--- src/rtl/mem_stage.sv ---
// Memory stage: load/store/push/pop over a single-outstanding req/ack data-memory port,
// owns the stack pointer and produces the write-back result for the register file.
module mem_stage #(
  parameter logic [31:0] STACK_BASE  = 32'h0000_0400,
  parameter logic [31:0] STACK_LIMIT = 32'h0000_0300,
  parameter int unsigned TIMEOUT     = 16
) (
  input  logic        clock,
  input  logic        reset,
  input  logic        in_valid,
  input  logic [2:0]  mem_op,
  input  logic [31:0] ex_result,
  input  logic [31:0] store_data,
  input  logic [4:0]  rd_in,
  input  logic        wb_in,
  output logic        stall,
  output logic        out_valid,
  output logic [31:0] wb_data,
  output logic [4:0]  rd_out,
  output logic        wb_en,
  output logic        mem_error,
  output logic [31:0] stack_top,
  output logic        dmem_req,
  output logic        dmem_we,
  output logic [31:0] dmem_addr,
  output logic [31:0] dmem_wdata,
  input  logic [31:0] dmem_rdata,
  input  logic        dmem_ack
);

  localparam int CNT_W = $clog2(TIMEOUT + 1);
  localparam logic [CNT_W-1:0] CNT_LAST = CNT_W'(TIMEOUT);

  typedef enum logic {IDLE, REQ} state_e;

  typedef enum logic [2:0] {
    OP_NONE  = 3'b000,
    OP_LOAD  = 3'b001,
    OP_STORE = 3'b010,
    OP_PUSH  = 3'b011,
    OP_POP   = 3'b100
  } op_e;

  state_e           state_q, state_d;
  logic [2:0]       op_q, op_d;
  logic [4:0]       rd_q, rd_d;
  logic             wb_q, wb_d;
  logic [CNT_W-1:0] cnt_q, cnt_d;
  logic [31:0]      sp_q, sp_d;
  logic             out_valid_q, out_valid_d;
  logic [31:0]      wb_data_q, wb_data_d;
  logic [4:0]       rd_out_q, rd_out_d;
  logic             wb_en_q, wb_en_d;
  logic             mem_error_q, mem_error_d;
  logic             req_q, req_d;
  logic             we_q, we_d;
  logic [31:0]      addr_q, addr_d;
  logic [31:0]      wdata_q, wdata_d;

  logic is_load, is_store, is_push, is_pop, is_mem, bound_err, op_returns_data;

  always_comb begin
    is_load   = (mem_op == OP_LOAD);
    is_store  = (mem_op == OP_STORE);
    is_push   = (mem_op == OP_PUSH);
    is_pop    = (mem_op == OP_POP);
    is_mem    = is_load | is_store | is_push | is_pop;
    bound_err = (is_push && (sp_q == STACK_LIMIT)) || (is_pop && (sp_q == STACK_BASE));
    op_returns_data = (op_q == OP_LOAD) || (op_q == OP_POP);
  end

  // NOTE: every signal gets a default before the case so no path leaves one unassigned
  // (which would infer a latch).
  always_comb begin
    state_d     = state_q;
    op_d        = op_q;
    rd_d        = rd_q;
    wb_d        = wb_q;
    cnt_d       = cnt_q;
    sp_d        = sp_q;
    out_valid_d = 1'b0;
    wb_data_d   = wb_data_q;
    rd_out_d    = rd_out_q;
    wb_en_d     = 1'b0;
    mem_error_d = 1'b0;
    req_d       = req_q;
    we_d        = we_q;
    addr_d      = addr_q;
    wdata_d     = wdata_q;
    stall       = 1'b0;

    unique case (state_q)
      IDLE: begin
        if (in_valid) begin
          if (bound_err) begin
            out_valid_d = 1'b1;
            mem_error_d = 1'b1;
            wb_data_d   = '0;
            rd_out_d    = rd_in;
          end else if (is_mem) begin
            stall   = 1'b1;
            state_d = REQ;
            op_d    = mem_op;
            rd_d    = rd_in;
            wb_d    = wb_in;
            cnt_d   = CNT_W'(1);
            req_d   = 1'b1;
            we_d    = is_store | is_push;
            wdata_d = store_data;
            if (is_push)     addr_d = sp_q - 32'd1;
            else if (is_pop) addr_d = sp_q;
            else             addr_d = ex_result;
          end else begin
            out_valid_d = 1'b1;
            wb_data_d   = ex_result;
            wb_en_d     = wb_in;
            rd_out_d    = rd_in;
          end
        end
      end

      REQ: begin
        // An ack in the final counted cycle still completes the access.
        if (dmem_ack) begin
          state_d     = IDLE;
          req_d       = 1'b0;
          we_d        = 1'b0;
          out_valid_d = 1'b1;
          rd_out_d    = rd_q;
          wb_data_d   = op_returns_data ? dmem_rdata : '0;
          wb_en_d     = op_returns_data & wb_q;
          if (op_q == OP_PUSH) sp_d = sp_q - 32'd1;
          if (op_q == OP_POP)  sp_d = sp_q + 32'd1;
        end else if (cnt_q == CNT_LAST) begin
          state_d     = IDLE;
          req_d       = 1'b0;
          we_d        = 1'b0;
          out_valid_d = 1'b1;
          mem_error_d = 1'b1;
          rd_out_d    = rd_q;
          wb_data_d   = '0;
        end else begin
          stall = 1'b1;
          cnt_d = cnt_q + CNT_W'(1);
        end
      end

      default: state_d = IDLE;
    endcase
  end

  // NOTE: state registers use non-blocking assignments so every flop samples pre-edge values.
  always_ff @(posedge clock) begin
    if (!reset) begin
      state_q     <= IDLE;
      op_q        <= OP_NONE;
      rd_q        <= '0;
      wb_q        <= 1'b0;
      cnt_q       <= '0;
      sp_q        <= STACK_BASE;
      out_valid_q <= 1'b0;
      wb_data_q   <= '0;
      rd_out_q    <= '0;
      wb_en_q     <= 1'b0;
      mem_error_q <= 1'b0;
      req_q       <= 1'b0;
      we_q        <= 1'b0;
      addr_q      <= '0;
      wdata_q     <= '0;
    end else begin
      state_q     <= state_d;
      op_q        <= op_d;
      rd_q        <= rd_d;
      wb_q        <= wb_d;
      cnt_q       <= cnt_d;
      sp_q        <= sp_d;
      out_valid_q <= out_valid_d;
      wb_data_q   <= wb_data_d;
      rd_out_q    <= rd_out_d;
      wb_en_q     <= wb_en_d;
      mem_error_q <= mem_error_d;
      req_q       <= req_d;
      we_q        <= we_d;
      addr_q      <= addr_d;
      wdata_q     <= wdata_d;
    end
  end

  assign out_valid  = out_valid_q;
  assign wb_data    = wb_data_q;
  assign rd_out     = rd_out_q;
  assign wb_en      = wb_en_q;
  assign mem_error  = mem_error_q;
  assign stack_top  = sp_q;
  assign dmem_req   = req_q;
  assign dmem_we    = we_q;
  assign dmem_addr  = addr_q;
  assign dmem_wdata = wdata_q;

endmodule
--- config.mk ---
export PLATFORM = sky130hd
export DESIGN_NAME = mem_stage
export DESIGN_NICKNAME = d
export VERILOG_FILES = /design/src/rtl/mem_stage.sv
export SDC_FILE = /design/constraint.sdc
export NUM_CORES = 1
export LEC_CHECK = 0
export ABC_AREA = 1
export ABC_CLOCK_PERIOD_IN_PS = 2400
export BUFFER_PORTS_ARGS = -buffer_cell sky130_fd_sc_hd__buf_2
export CAP_MARGIN = 15
export CORE_ASPECT_RATIO = 0.5
export CORE_MARGIN = 1
export CORE_UTILIZATION = 31
export CTS_BUF_LIST = sky130_fd_sc_hd__clkbuf_16
export DETAILED_ROUTE_END_ITERATION = 7
export GPL_TIMING_DRIVEN = 0
export MAX_ROUTING_LAYER = met4
export PLACE_DENSITY_LB_ADDON = 0.15
export SETUP_SLACK_MARGIN = 0.15
export SKIP_LAST_GASP = 1
export SLEW_MARGIN = 10
export SYNTH_ARGS = -nofsm -noshare
export SYNTH_HDL_FRONTEND = slang
export SYNTH_SLANG_ARGS = --single-unit
--- constraint.sdc ---
create_clock -name clock -period 2.4 [get_ports clock]
set_input_delay 0.24 -clock clock [delete_from_list [all_inputs] [get_ports clock]]
set_output_delay 0.24 -clock clock [all_outputs]
set_load 0.01 [all_outputs]
# Word-level counts from Yosys, hierarchy flattened
# Index checks and enable logic that the tools add are counted.
# classes
bitwise_logic	7
muxes	54
n_eq_ne	17
n_reduce_logical	10
addsub	3
# ops
op	count
two-way mux 32 bit	10
one-hot mux 32 bit (2 select lines)	1
two-way mux 5 bit	10
adder 32 x 1 -> 32 bit, second input constant	1
equality test 32 x 10 -> 1 bit, second input constant	1
equality test 32 x 11 -> 1 bit, second input constant	1
subtractor 32 x 1 -> 32 bit, second input constant	1
two-way mux 1 bit	25
one-hot mux 5 bit (2 select lines)	2
one-hot mux 1 bit (2 select lines)	6
!= test 2 bit, second input constant	5
equality test 3 x 2 -> 1 bit, second input constant	3
AND reduction 4 bit	2
equality test 3 x 1 -> 1 bit, second input constant	2
equality test 3 bit, second input constant	2
AND reduction 3 bit	2
adder 5 x 1 -> 5 bit, second input constant	1
equality test 5 bit, second input constant	1
AND reduction 5 bit	1
OR 1 bit	4
!= test 3 x 2 -> 1 bit, second input constant	1
!= test 3 bit, second input constant	1
logical AND 1 bit	2
logical OR 1 bit	2
3 further kinds	4
# word_totals
inputBits	109
reg_bits	153
out_inout_bits	139
elab_cells	106

# Logic depth before layout (Yosys ltp)
# Gate-level depths: netlist of run 1.
# logic_depth
depth_word	8
ltp_mapped	13
ltp_nobuf	12

# Worst setup path before layout of run 1
# No wires, ideal clock.
# synth_timing
kind	reg-to-reg
startpoint	register sp_q[0] (netlist: stack_top[0])
endpoint	register wb_data_q[21] (netlist: wb_data[21])
stages_incl_launch_ff	14
path_slack_ns	0.454
setup_ns	0.115
synth_period_minus_slack_ns	1.946
required_time_ns	2.285
path_buffers	2
arrival_time_ns	1.831
cell_sequence	dfxtp_1 inv_1 ha_1 nand2_2 nor2_8 nand2_4 nor2_8 nand2_4 buf_6 buf_6 nand2_1 nand2_1 a21oi_1 nor2_1
# synth_between
elab_chain_cells	6
elab_cells_between_ends	10
classes_between	eq/ne: 3; mux: 3; reduce/logical: 4
# synth_lines
element	line_no	text
from (decl)	49	logic [31:0] sp_q, sp_d;
from (signal assigned)	176	sp_q <= sp_d;
equality test 32 x 10 -> 1 bit / equality test 32 x 11 -> 1 bit (equally long branches)	68	bound_err = (is_push && (sp_q == STACK_LIMIT)) || (is_pop && (sp_q == STACK_BASE));
logical AND 1 bit	68	
logical OR 1 bit (*)	68	
two-way mux 32 bit	95	if (bound_err) begin
two-way mux 32 bit	94	if (in_valid) begin
one-hot mux 32 bit (2 select lines)	92	unique case (state_q)
to (signal assigned)	178	wb_data_q <= wb_data_d;
to (decl)	51	logic [31:0] wb_data_q, wb_data_d;
# Mark *: on every way between the ends. The rest lies on a longest branch, timed or not. The select of a mux whose other input is x is not followed.
# A chain may end at the register's enable or synchronous reset.

# Final worst setup path of run 1
# layout_timing
startpoint	register sp_q[0] (netlist: stack_top[0])
endpoint	register addr_q[18] (netlist: dmem_addr[18])
# layout_between
elab_chain_cells	5
elab_cells_between_ends	9
classes_between	add/sub: 1; eq/ne: 2; mux: 1; bitwise: 1; reduce/logical: 4
# layout_lines
element	line_no	text
branches (longest 5 deep; another with subtractor 32 x 1 -> 32 bit)	n/a	
to (signal assigned)	184	addr_q <= addr_d;
to (decl)	57	logic [31:0] addr_q, addr_d;
# Parallel ways; which one is timed is not known.

==> qor.csv, run 1 <==
stage;metric;value;unit
yosys;seq_area_frac_synth;31.57;%
critical_path;critPathCaptureType;register;
floorplan;ioPinCount;248;
floorplan;core_area;0.03057;mm2
power;power_frac_comb;20.1;%
clock_tree;root_buffer;clkbuf_16;
timing;finalCritPeriodShare;92.27;%
power;sw_frac_of_total;34.02;%
critical_path;crit_family;simple AND/OR/NAND/NOR gates;
timing;slew_headroom;38.87;%
timing;skew;0.01440;ns
yosys;synth_edf_count;0;
routing;vias;11330;
placement;gp_congestion;1.011;
grt;grt.overflow.total;0;
critical_path;crit_fanout;10;
critical_path;cp_num_buf_inv;4;
routing;drtPass1Iterations;5;
critical_path;r2r_start;stack_top[0]$_SDFFE_PN0P_;
yosys;synth.avg_cell_area;5.960;um2
yosys;yosysUniqueCellTypes;39;
power;seqPwrFrac;39.6;%
critical_path;cpPeakStageDelay;0.41;ns
yosys;post-synth-top-count-cell;nand2_1;
hold_path;hp-class;primary input to register;
floorplan;die_width;252.2;um
yosys;synth_nets;1741;
job;maxCapViolCount;0;
power;vdd_drop_max;0.5275;mV
timing;final_hold_viol_count;0;
power;clkPwrFrac;40.4;%
yosys;synth_area_leader_cell;dfxtp_1;
clock_tree;htreeDepth;4;
yosys;synthArstFlopShare;0;%
floorplan;die_h;127.1;um
timing;fmax;451.6;MHz
grt;grt_pass1_wl;60580;um
yosys;synth-main-ff-cell;dfxtp_1;
status;status;finished clean;
clock_tree;insertion_delay;0.47;ns
yosys;syn_inst;1628;
power;power.switching;0.002399;W
routing;drtAntennaViolNets;0;
routing;drc;0;
clock_tree;cts_buffers;17;
placement;numPortBuffers;247;
timing;rsz0062_at_grt;yes;
power;p_leak;6.184;nW
routing;drt_iter0_markers;932;
timing;fin_ws;0.1855;ns
timing;tightest_slew;0.9169;ns
critical_path;crit_path_start;stack_top[0]$_SDFFE_PN0P_;
clock_tree;cts_max_path_buffers;2;
floorplan;initial_core_util;31.74;%
floorplan;die_area;0.03205;mm2
grt;antenna_found_initial;2;
routing;wl_per_cell;17.52;um
grt;grt_pass1_vias;10190;
timing;period_minus_slack;2.214;ns
power;power_density;567.9;mW/mm2
yosys;synth.ff_latch_count;153;
critical_path;path_class;register to register;
critical_path;arrival;2.57;ns
critical_path;critPathSlowestCell;dfxtp_2;
yosys;netlist_top_cells_count;nand2_1, nor2_1, inv_1;
routing;wirelength;41110;um
critical_path;crit_path_start_kind;register;
yosys;synth_area_leaders;dfxtp_1, nand2_1, nor2_1;
placement;dp.cells;2298;
yosys;synth_top_area_share;31.57;%
grt;grt.total_usage;26.14;%
timing;finalMaxSlewViolations;0;
routing;avgViaCountPerCell;4.830;
floorplan;placementRows;45;
final_layout;final_cells;2346;
clock_tree;cts_tree;built;
final_layout;nets;2021;
final_layout;area_delta_synth_final;27.96;%
yosys;syn_area;0.009703;mm2
placement;pre_cts_slack;-0.4003;ns
critical_path;crit_required;2.76;ns
placement;dp_hpwl;32240;um
grt;grt_max_degree;20;
hold_path;min_from;rd_in[3];
critical_path;path_cells;inv_4 > ha_4 > nand2_2 > nor2_8 > nand2_4 > nor2_8 > buf_4 > nand2_4 > buf_6 > clkbuf_4 > nand4_1 > nor2_4 > nor2_1;
timing;setup_viol;0;
clock_tree;clk_pin_slew;0.07;ns
final_layout;drive_above_1_share;22.33;%
power;intPower;0.004652;W
yosys;yosys_warnings;0;
clock_tree;cts.sinks;153;
==> cells by family (layout without fill, tap and decap cells) <==
group / after synthesis / after routing / share of synthesized area (%)
fa+ha+maj: 4 / 4 / 0.5158
buf+inv: 282 / 575 / 12.26
xor+xnor: 23 / 23 / 2.076
flops: 153 / 153 / 31.57
compound gates: 212 / 212 / 12.07
other cells: 0 / 2 / 0
simple gates: 954 / 954 / 41.51
==> repair_timing <==
| item | in CTS | in global routing |
|---|---|---|
| setup endpoints to repair | 119 | 142 |
| pin swaps | 1 | 6 |
| endpoints found under the hold margin | 1 | 0 |
| hold buffers | 1 | 0 |
| buffers inserted | 1 | 12 |
| resized for setup | 14 | 77 |
==> sequential cells by signal, summed over array words and instances, names as in the netlist, 3 cells and up <==
signal,count
cnt_q,5
dmem_addr,32
dmem_wdata,32
op_q,3
rd_out,5
rd_q,5
stack_top,32
wb_data,32
==> worst register-to-register path: stages, from the launching register on <==
cell and delay (ns):
dfxtp_2 0.41, inv_4 0.07, ha_4 0.18, nand2_2 0.15, nor2_8 0.06, nand2_4 0.09, nor2_8 0.06, buf_4 0.14
nand2_4 0.10, buf_6 0.17, clkbuf_4 0.23, nand4_1 0.15, nor2_4 0.25, nor2_1 0.06
==> cells in the final DEF (no fill, tap or decap), types with 10 or more instances in the layout <==
cell type / count
nand2_1: 453
nor2_1: 290
buf_2: 262
inv_1: 165
dfxtp_1: 148
a21oi_1: 129
nand3_1: 76
nand4_1: 55
clkbuf_1: 45
o21ai_0: 45
xor2_1: 22
buf_4: 20
nand2_2: 17
clkbuf_4: 17
clkbuf_16: 17
nor2_2: 15
nor3_1: 15
a21oi_2: 14
buf_6: 11
a211oi_1: 10
==> path summary, 6_finish.rpt <==
check	slack, ns	cells after the start	endpoint
worst max-delay path	0.19	13	dmem_addr[18]$_SDFFE_PN0P_
worst min-delay path	0.02	3	rd_q[3]$_SDFFE_PN0P_
worst max register to register	0.19	13	dmem_addr[18]$_SDFFE_PN0P_
worst min register to register	0.46	2	dmem_wdata[9]$_SDFFE_PN0P_
==> routing by layer <==
layer	track usage [%]	routed length (um)
met1	35.70	19640
met2	37.81	17430
met3	6.907	3323
met4	6.988	713
met5	-	0
==> stage by stage <==
step                      instance area [um2]  power [W]  hold WS (ns)  utilization (%)  TNS (ns)
after floorplan                          9703   0.003661        0.3749                -         0
after global placement                  11470   0.004207        0.4467            37.51    -4.885
after detailed placement                11470   0.004209        0.4484            37.51    -5.282
after CTS                               12140   0.007075      0.005689            39.71  -0.04175
after global routing                    12420   0.007415       0.01131            40.61         0
final                                   12420   0.007051       0.02042            40.61         0
==> power groups by stage <==
| stage | sequential [W] | combinational (W) | clock [W] |
|---|---|---|---|
| 2_1_floorplan | 0.00292 | 0.000744 | 0 |
| 3_3_place_gp | 0.00284 | 0.00136 | 0 |
| 3_5_place_dp | 0.00285 | 0.00136 | 0 |
| 4_1_cts | 0.00279 | 0.00138 | 0.00291 |
| 5_1_grt | 0.00281 | 0.00156 | 0.00305 |
| 6_report | 0.00279 | 0.00141 | 0.00285 |
==> layout make-up <==
| cell class | instances | area, um2 |
|---|---|---|
| inverters | 175 | 659.4 |
| fillers | 3499 | 18160 |
| diodes | 2 | 5.005 |
| clock buffers | 17 | 425.4 |
| plain buffers | 107 | 613.1 |
| clock inverters | 15 | 183.9 |
| well taps | 423 | 529.3 |
| repair buffers | 261 | 1344 |
| flip-flops and latches | 153 | 3069 |
| multi-input cells | 1193 | 5587 |
Power figures use the tool's default switching activity.
==> inputs of run 2 (changes only) <==
--- a/config.mk
+++ b/config.mk
@@ -10,7 +10,7 @@
 export BUFFER_PORTS_ARGS = -buffer_cell sky130_fd_sc_hd__buf_2
 export CAP_MARGIN = 15
 export CORE_ASPECT_RATIO = 0.5
-export CORE_MARGIN = 1
+export CORE_MARGIN = 4
 export CORE_UTILIZATION = 31
 export CTS_BUF_LIST = sky130_fd_sc_hd__clkbuf_16
 export DETAILED_ROUTE_END_ITERATION = 7
==> constraint.sdc (replaced) <==
create_clock -name clock -period 2.4 [get_ports clock]
set_input_delay 0.24 -clock clock [delete_from_list [all_inputs] [get_ports clock]]
set_output_delay 0.24 -clock clock [all_outputs]
set_load 0.02 [all_outputs]
==> qor.csv, run 2 (synthesized netlist as in run 1, its figures left out) <==
stage;metric;value;unit;change
status;status;finished clean;;
timing;finalMaxSlewViolations;0;;unchanged
routing;drc;0;;unchanged
timing;skew;0.01302;ns;-0.001379 ns
grt;grt.overflow.total;0;;unchanged
floorplan;placementRows;45;;unchanged
critical_path;arrival;2.05;ns;-0.52 ns
placement;dp_hpwl;33150;um;+2.9%
routing;drt_iter0_markers;907;;-2.7%
clock_tree;cts_tree;built;;
hold_path;min_from;rd_in[1];;
final_layout;final_cell_mix;nand2_1, nor2_1, buf_2;;
critical_path;crit_fanout;8;;-2
critical_path;path_class;register to output pin;;
final_layout;area_delta_synth_final;26.31;%;
power;p_leak;6.126;nW;-0.93%
final_layout;nets;2013;;-0.40%
floorplan;die_h;133.1;um;+4.7%
clock_tree;insertion_delay;0.47;ns;about the same
placement;pre_cts_slack;-0.3410;ns;+0.05928 ns
critical_path;r2r_cells;12;;-1
critical_path;crit_path_start;stack_top[4]$_SDFFE_PN0P_;;
placement;gp_congestion;0.9505;;-5.9%
floorplan;ioPinCount;248;;unchanged
final_layout;final_util;40.09;%;-0.52 points
timing;setup_viol;0;;unchanged
grt;grt.total_usage;24.40;%;-1.7 points
clock_tree;root_buffer;clkbuf_16;;
grt;antenna_found_initial;2;;unchanged
final_layout;fillers;3469;;-0.86%
routing;avgViaCountPerCell;4.818;;-0.24%
timing;fmax;436.0;MHz;-3.5%
routing;wl_per_cell;17.85;um;+1.9%
timing;fin_ws;0.1062;ns;-0.07930 ns
clock_tree;clk_pin_slew;0.07;ns;about the same
power;vdd_drop_max;0.5211;mV;-1.2%
power;power_density;569.4;mW/mm2;+0.26%
clock_tree;htreeDepth;4;;unchanged
clock_tree;cts_max_path_buffers;2;;unchanged
routing;vias;11270;;-0.54%
critical_path;crit_required;2.16;ns;-0.60 ns
critical_path;critPathCaptureType;output pin;;
grt;grt_pass1_wl;61950;um;+2.3%
clock_tree;cts.sinks;153;;unchanged
job;maxCapViolCount;0;;unchanged
timing;tightest_slew;0.8169;ns;-0.1000 ns
placement;placed_area;0.01147;mm2;unchanged
grt;grt_pass1_vias;10460;;+2.7%
timing;finalCritPeriodShare;95.57;%;+3.3 points
final_layout;drive_above_1_share;21.64;%;-0.69 points
floorplan;core_area;0.03057;mm2;unchanged
floorplan;die_width;258.2;um;+2.4%
placement;numPortBuffers;247;;unchanged
final_layout;final_common_cell;nand2_1;;
timing;period_minus_slack;2.294;ns;+0.07930 ns
timing;final_hold_viol_count;0;;unchanged
critical_path;crit_path_start_kind;register;;
routing;drtPass1Iterations;5;;unchanged
floorplan;die_area;0.03437;mm2;+7.2%
clock_tree;cts-hold-fix-buffers;0;;-1
timing;tns;0;ns;unchanged
routing;wirelength;41760;um;+1.6%
final_layout;fin_area;0.01226;mm2;-1.3%
floorplan;initial_core_util;31.74;%;unchanged
grt;grt_max_degree;17;;-15%
critical_path;r2r_start;stack_top[4]$_SDFFE_PN0P_;;
hold_path;hp-class;primary input to register;;
clock_tree;cts_buffers;17;;unchanged
hold_path;holdPathStages;3;;unchanged
timing;rsz0062_at_grt;yes;;
routing;drtAntennaViolNets;0;;unchanged
timing;slew_headroom;45.54;%;+6.7 points
==> run 2: critical path, cell delays in order, from the launching register on <==
cell,delay (ns)
dfxtp_1,0.33
buf_4,0.18
nor2_4,0.14
nand2_2,0.11
nor2_8,0.15
nand2_4,0.08
nor2_8,0.20
nand3_4,0.11
nand2_2,0.09
inv_1,0.04
buf_2,0.16
==> run 2: where the power goes <==
part / leakage, nW / internal, W / switching, W
Sequential: 1.25 / 0.00271 / 0.0000813
Clock: 0.283 / 0.00137 / 0.00131
Combinational: 4.59 / 0.000502 / 0.00101
==> run 2: final timing paths <==
kind | end | slack, ns
min | rd_q[1]$_SDFFE_PN0P_ | 0.02
min reg2reg | dmem_wdata[24]$_SDFFE_PN0P_ | 0.46
max reg2reg | dmem_addr[21]$_SDFFE_PN0P_ | 0.22
max | stall | 0.11
==> run 2: final cells by class <==
cell class	count	area [um2]	area share (%)
antenna	3	7.507	0.06126
buffer	107	574.3	4.686
clock buffer	17	425.4	3.471
clock inverter	15	133.9	1.092
inverter	175	661.9	5.401
multi-input combinational	1193	5574	45.48
sequential	153	3068	25.03
tap	423	529.3	4.319
timing repair buffer	253	1281	10.45
==> run 2: repair_timing <==
item / in CTS / in global routing
buffers inserted: 1 / 5
endpoints found under the setup margin: 118 / 132
gates cloned: 0 / 0
resized for setup: 16 / 55
pin swaps: 2 / 4
==> run 2: stage by stage <==
stage               hold WS (ns)  instances  total power [W]
finish                   0.02014       2339         0.006978
global route             0.03168       2338         0.007317
CTS                     0.008706       2331         0.007031
detailed placement        0.4514       2298         0.004331
global placement          0.4470       2298         0.004330
floorplan                 0.3749       1628         0.003779
==> run 2: routing by layer <==
metal  vias up  GRT usage (%)  part of all wire (%)
met5         -              -                     0
met4         0          6.801                   1.8
met3        48          6.553                   8.3
met2       339          35.39                    43
met1      5212          33.45                    47
li1       5671              -                     -
==> inputs of run 3 (changes only) <==
--- a/config.mk
+++ b/config.mk
@@ -5,7 +5,7 @@
 export SDC_FILE = /design/constraint.sdc
 export NUM_CORES = 1
 export LEC_CHECK = 0
-export ABC_AREA = 1
+export ABC_AREA = 0
 export ABC_CLOCK_PERIOD_IN_PS = 2400
 export BUFFER_PORTS_ARGS = -buffer_cell sky130_fd_sc_hd__buf_2
 export CAP_MARGIN = 15
@@ -16,7 +16,7 @@
 export DETAILED_ROUTE_END_ITERATION = 7
 export GPL_TIMING_DRIVEN = 0
 export MAX_ROUTING_LAYER = met4
-export PLACE_DENSITY_LB_ADDON = 0.15
+export PLACE_DENSITY_LB_ADDON = 0.08
 export SETUP_SLACK_MARGIN = 0.15
 export SKIP_LAST_GASP = 1
 export SLEW_MARGIN = 10
==> qor.csv, run 3 <==
stage;metric;value;unit;change
status;status;complete, but fails checks;;
status;violations;negative setup slack;;
floorplan;placementRows;41;;-8.9%
timing;tightest_slew;1.106;ns;+0.2886 ns
power;intPower;0.004805;W;+5.0%
routing;drc;0;;unchanged
critical_path;r2r_cells;15;;+3
timing;setup_viol;127;;+127
grt;antenna_found_initial;2;;unchanged
final_layout;final_common_cell;buf_2;;
timing;final_hold_viol_count;0;;unchanged
critical_path;path_class;register to output pin;;
critical_path;worstReg2RegEnd;wb_data[25]$_SDFFE_PN0P_;;
clock_tree;htreeDepth;4;;unchanged
grt;grt.overflow.total;0;;unchanged
timing;rsz0062_at_grt;yes;;
hold_path;hp-class;primary input to register;;
yosys;synth_area_leaders;dfxtp_1, a21oi_1, nand2_1;;
power;sw_frac_of_total;32.46;%;-2.0 points
power;seqPwrFrac;39.4;%;-0.6 points
critical_path;arrival;2.76;ns;+0.71 ns
critical_path;crit_fanout;6;;-2
yosys;synth_edf_count;0;;unchanged
power;p_leak;4.869;nW;-21%
critical_path;crit_path_start_kind;register;;
yosys;post-synth-top-count-cell;dfxtp_1;;
floorplan;ioPinCount;248;;unchanged
power;clkPwrFrac;37.7;%;-0.6 points
clock_tree;clk_pin_slew;0.07;ns;about the same
routing;wirelength;39050;um;-6.5%
critical_path;r2r_start;stack_top[0]$_SDFFE_PN0P_;;
yosys;yosysUniqueCellTypes;65;;+67%
grt;grt_pass1_wl;56750;um;-8.4%
yosys;synth.avg_cell_area;7.687;um2;+29%
placement;gp_congestion;0.9833;;+3.5%
routing;drt_iter0_markers;952;;+5.0%
hold_path;min_from;store_data[4];;
job;maxCapViolCount;0;;unchanged
final_layout;final_util;46.91;%;+6.8 points
power;power_density;602.1;mW/mm2;+5.8%
power;power_frac_comb;22.9;%;+1.2 points
clock_tree;cts_max_path_buffers;2;;unchanged
yosys;netlist_top_cells_count;dfxtp_1, nand2_1, a21oi_1;;
yosys;synthArstFlopShare;0;%;unchanged
final_layout;area_delta_synth_final;49.08;%;
critical_path;crit_required;2.16;ns;about the same
final_layout;nets;1458;;-28%
timing;finalCritPeriodShare;125.1;%;+30 points
power;vdd_drop_max;0.5226;mV;+0.28%
floorplan;initial_core_util;31.46;%;-0.27 points
clock_tree;root_buffer;clkbuf_16;;
floorplan;die_area;0.02834;mm2;-18%
timing;slew_headroom;26.30;%;-19 points
floorplan;die_width;234.1;um;-9.3%
yosys;yosys_warnings;0;;unchanged
clock_tree;insertion_delay;0.46;ns;about the same
yosys;synth_nets;1144;;-34%
floorplan;die_h;121.1;um;-9.0%
final_layout;fin_area;0.01182;mm2;-3.6%
timing;finalMaxSlewViolations;0;;unchanged
yosys;syn_area;0.007925;mm2;-18%
timing;fin_ws;-0.6028;ns;-0.7091 ns
yosys;syn_inst;1031;;-37%
placement;dp_hpwl;29430;um;-11%
clock_tree;cts.sinks;153;;unchanged
power;power.switching;0.002310;W;-3.9%
routing;drtPass1Iterations;6;;+1
grt;grt.total_usage;27.62;%;+3.2 points
routing;wl_per_cell;22.90;um;+28%
grt;grt_max_degree;17;;unchanged
final_layout;final_cell_mix;buf_2, dfxtp_1, nand2_1;;
final_layout;drive_above_1_share;38.14;%;+17 points
timing;fmax;333.0;MHz;-24%
yosys;synth-main-ff-cell;dfxtp_1;;
routing;vias;9505;;-16%
placement;placed_area;0.009945;mm2;-13%
timing;tns;-32.40;ns;-32.40 ns
routing;avgViaCountPerCell;5.575;;+16%
clock_tree;cts_buffers;17;;unchanged
timing;period_minus_slack;3.003;ns;+0.7091 ns
critical_path;crit_path_start;stack_top[0]$_SDFFE_PN0P_;;
routing;drtAntennaViolNets;0;;unchanged
critical_path;critPathCaptureType;output pin;;
floorplan;core_area;0.02519;mm2;-18%
yosys;synth.ff_latch_count;153;;unchanged
hold_path;whs_endpoint;dmem_wdata[4]$_SDFFE_PN0P_;;
clock_tree;cts_tree;built;;
placement;numPortBuffers;245;;-0.81%
yosys;seq_area_frac_synth;38.65;%;+7.1 points
timing;skew;0.01396;ns;+0.0009442 ns
yosys;synth_area_leader_cell;dfxtp_1;;
grt;grt_pass1_vias;8964;;-14%
critical_path;r2r_slack;-0.34;ns;-0.56 ns
hold_path;holdPathStages;3;;unchanged
yosys;synth_top_area_share;38.65;%;+7.1 points
-- run 3: cell count changes after synthesis, moves of 20 or more --
cell | previous run | this run
clkbuf_1 | 52 | 85
nand2_1 | 457 | 148
xnor2_1 | 1 | 22
nand4_1 | 55 | 20
nand3_1 | 78 | 36
nor2_1 | 305 | 78
a32oi_1 | 0 | 34
inv_1 | 168 | 12
o31ai_1 | 0 | 38
buf_2 | 33 | 13
-- run 3: logic make-up (layout without fill, tap and decap cells) --
| kind of cell | count (synthesis) | in the layout | synth area share [%] |
|---|---|---|---|
| adder cells (fa/ha/maj) | 4 | 4 | 0.6315 |
| buffers and inverters | 114 | 441 | 5.794 |
| flip-flops | 153 | 153 | 38.65 |
| XOR/XNOR | 31 | 31 | 3.426 |
| AND/OR/NAND/NOR | 394 | 394 | 24.08 |
| multiplexers | 7 | 7 | 0.8842 |
| other | 0 | 3 | 0 |
| AO/OA/AOI/OAI | 328 | 328 | 26.54 |
-- run 3: worst max-delay path, stage by stage, from the launching register on --
cell and delay, ns:
dfxtp_4 0.34, clkbuf_16 0.14, clkinv_4 0.04, ha_4 0.14, or4b_4 0.50, nor2_4 0.14, buf_6 0.11, nand4_1 0.20
o21ai_2 0.28, buf_6 0.14, buf_12 0.10, nand2_4 0.04, buf_6 0.14
-- run 3: how the worst max path moves through the flow --
stage | to | slack [ns]
2_1_floorplan | stack_top[21]$_SDFFE_PN0P_ | -0.03
3_3_place_gp | dmem_addr[10]$_SDFFE_PN0P_ | -0.82
3_5_place_dp | dmem_addr[14]$_SDFFE_PN0P_ | -0.79
4_1_cts | stall | -0.57
5_1_grt | stall | -0.68
6_report | stall | -0.60
-- run 3: layer usage --
layer  vias to the layer above  GRT usage [%]  wire length [um]
met5                         -              -                 0
met4                         0          7.450               815
met3                        66          6.098              3255
met2                       401          41.64             17260
met1                      4606          37.56             17710
li1                       4432              -                 -
-- run 3: layout make-up --
type	count	area (um2)
Clock inverter	15	141.4
Tap cell	344	430.4
Clock buffer	17	425.4
Buffer	101	701.9
Timing Repair Buffer	295	1878
Multi-Input combinational cell	764	5097
Fill cell	2535	13370
Antenna cell	3	7.507
Inverter	13	53.80
Sequential cell	153	3079
-- run 3: power groups by stage --
stage | combinational, W | sequential, W | clock, W
floorplan | 0.000629 | 0.00303 | 0
global placement | 0.00135 | 0.00284 | 0
detailed placement | 0.00136 | 0.00285 | 0
CTS | 0.00153 | 0.00280 | 0.00273
global route | 0.00174 | 0.00282 | 0.00285
finish | 0.00163 | 0.00280 | 0.00268
-- run 3: timing repair --
action | CTS | global route
pin swaps | 12 | 18
buffers inserted | 30 | 14
hold buffers | 0 | 0
cloned | 5 | 1
resized for setup | 94 | 105
setup endpoints to repair | 154 | 151
endpoints found under the hold margin | 0 | 0
-- run 3: metrics by stage --
stage / hold WS [ns] / setup WS [ns] / cells / total power, W
after floorplan: 0.3760 / -0.02574 / 1031 / 0.003658
after global placement: 0.4359 / -0.8233 / 1620 / 0.004193
after detailed placement: 0.4429 / -0.7922 / 1620 / 0.004205
after CTS: 0.007234 / -0.5677 / 1687 / 0.007065
after global routing: 0.01362 / -0.6793 / 1704 / 0.007402
final: 0.02391 / -0.6028 / 1705 / 0.007114
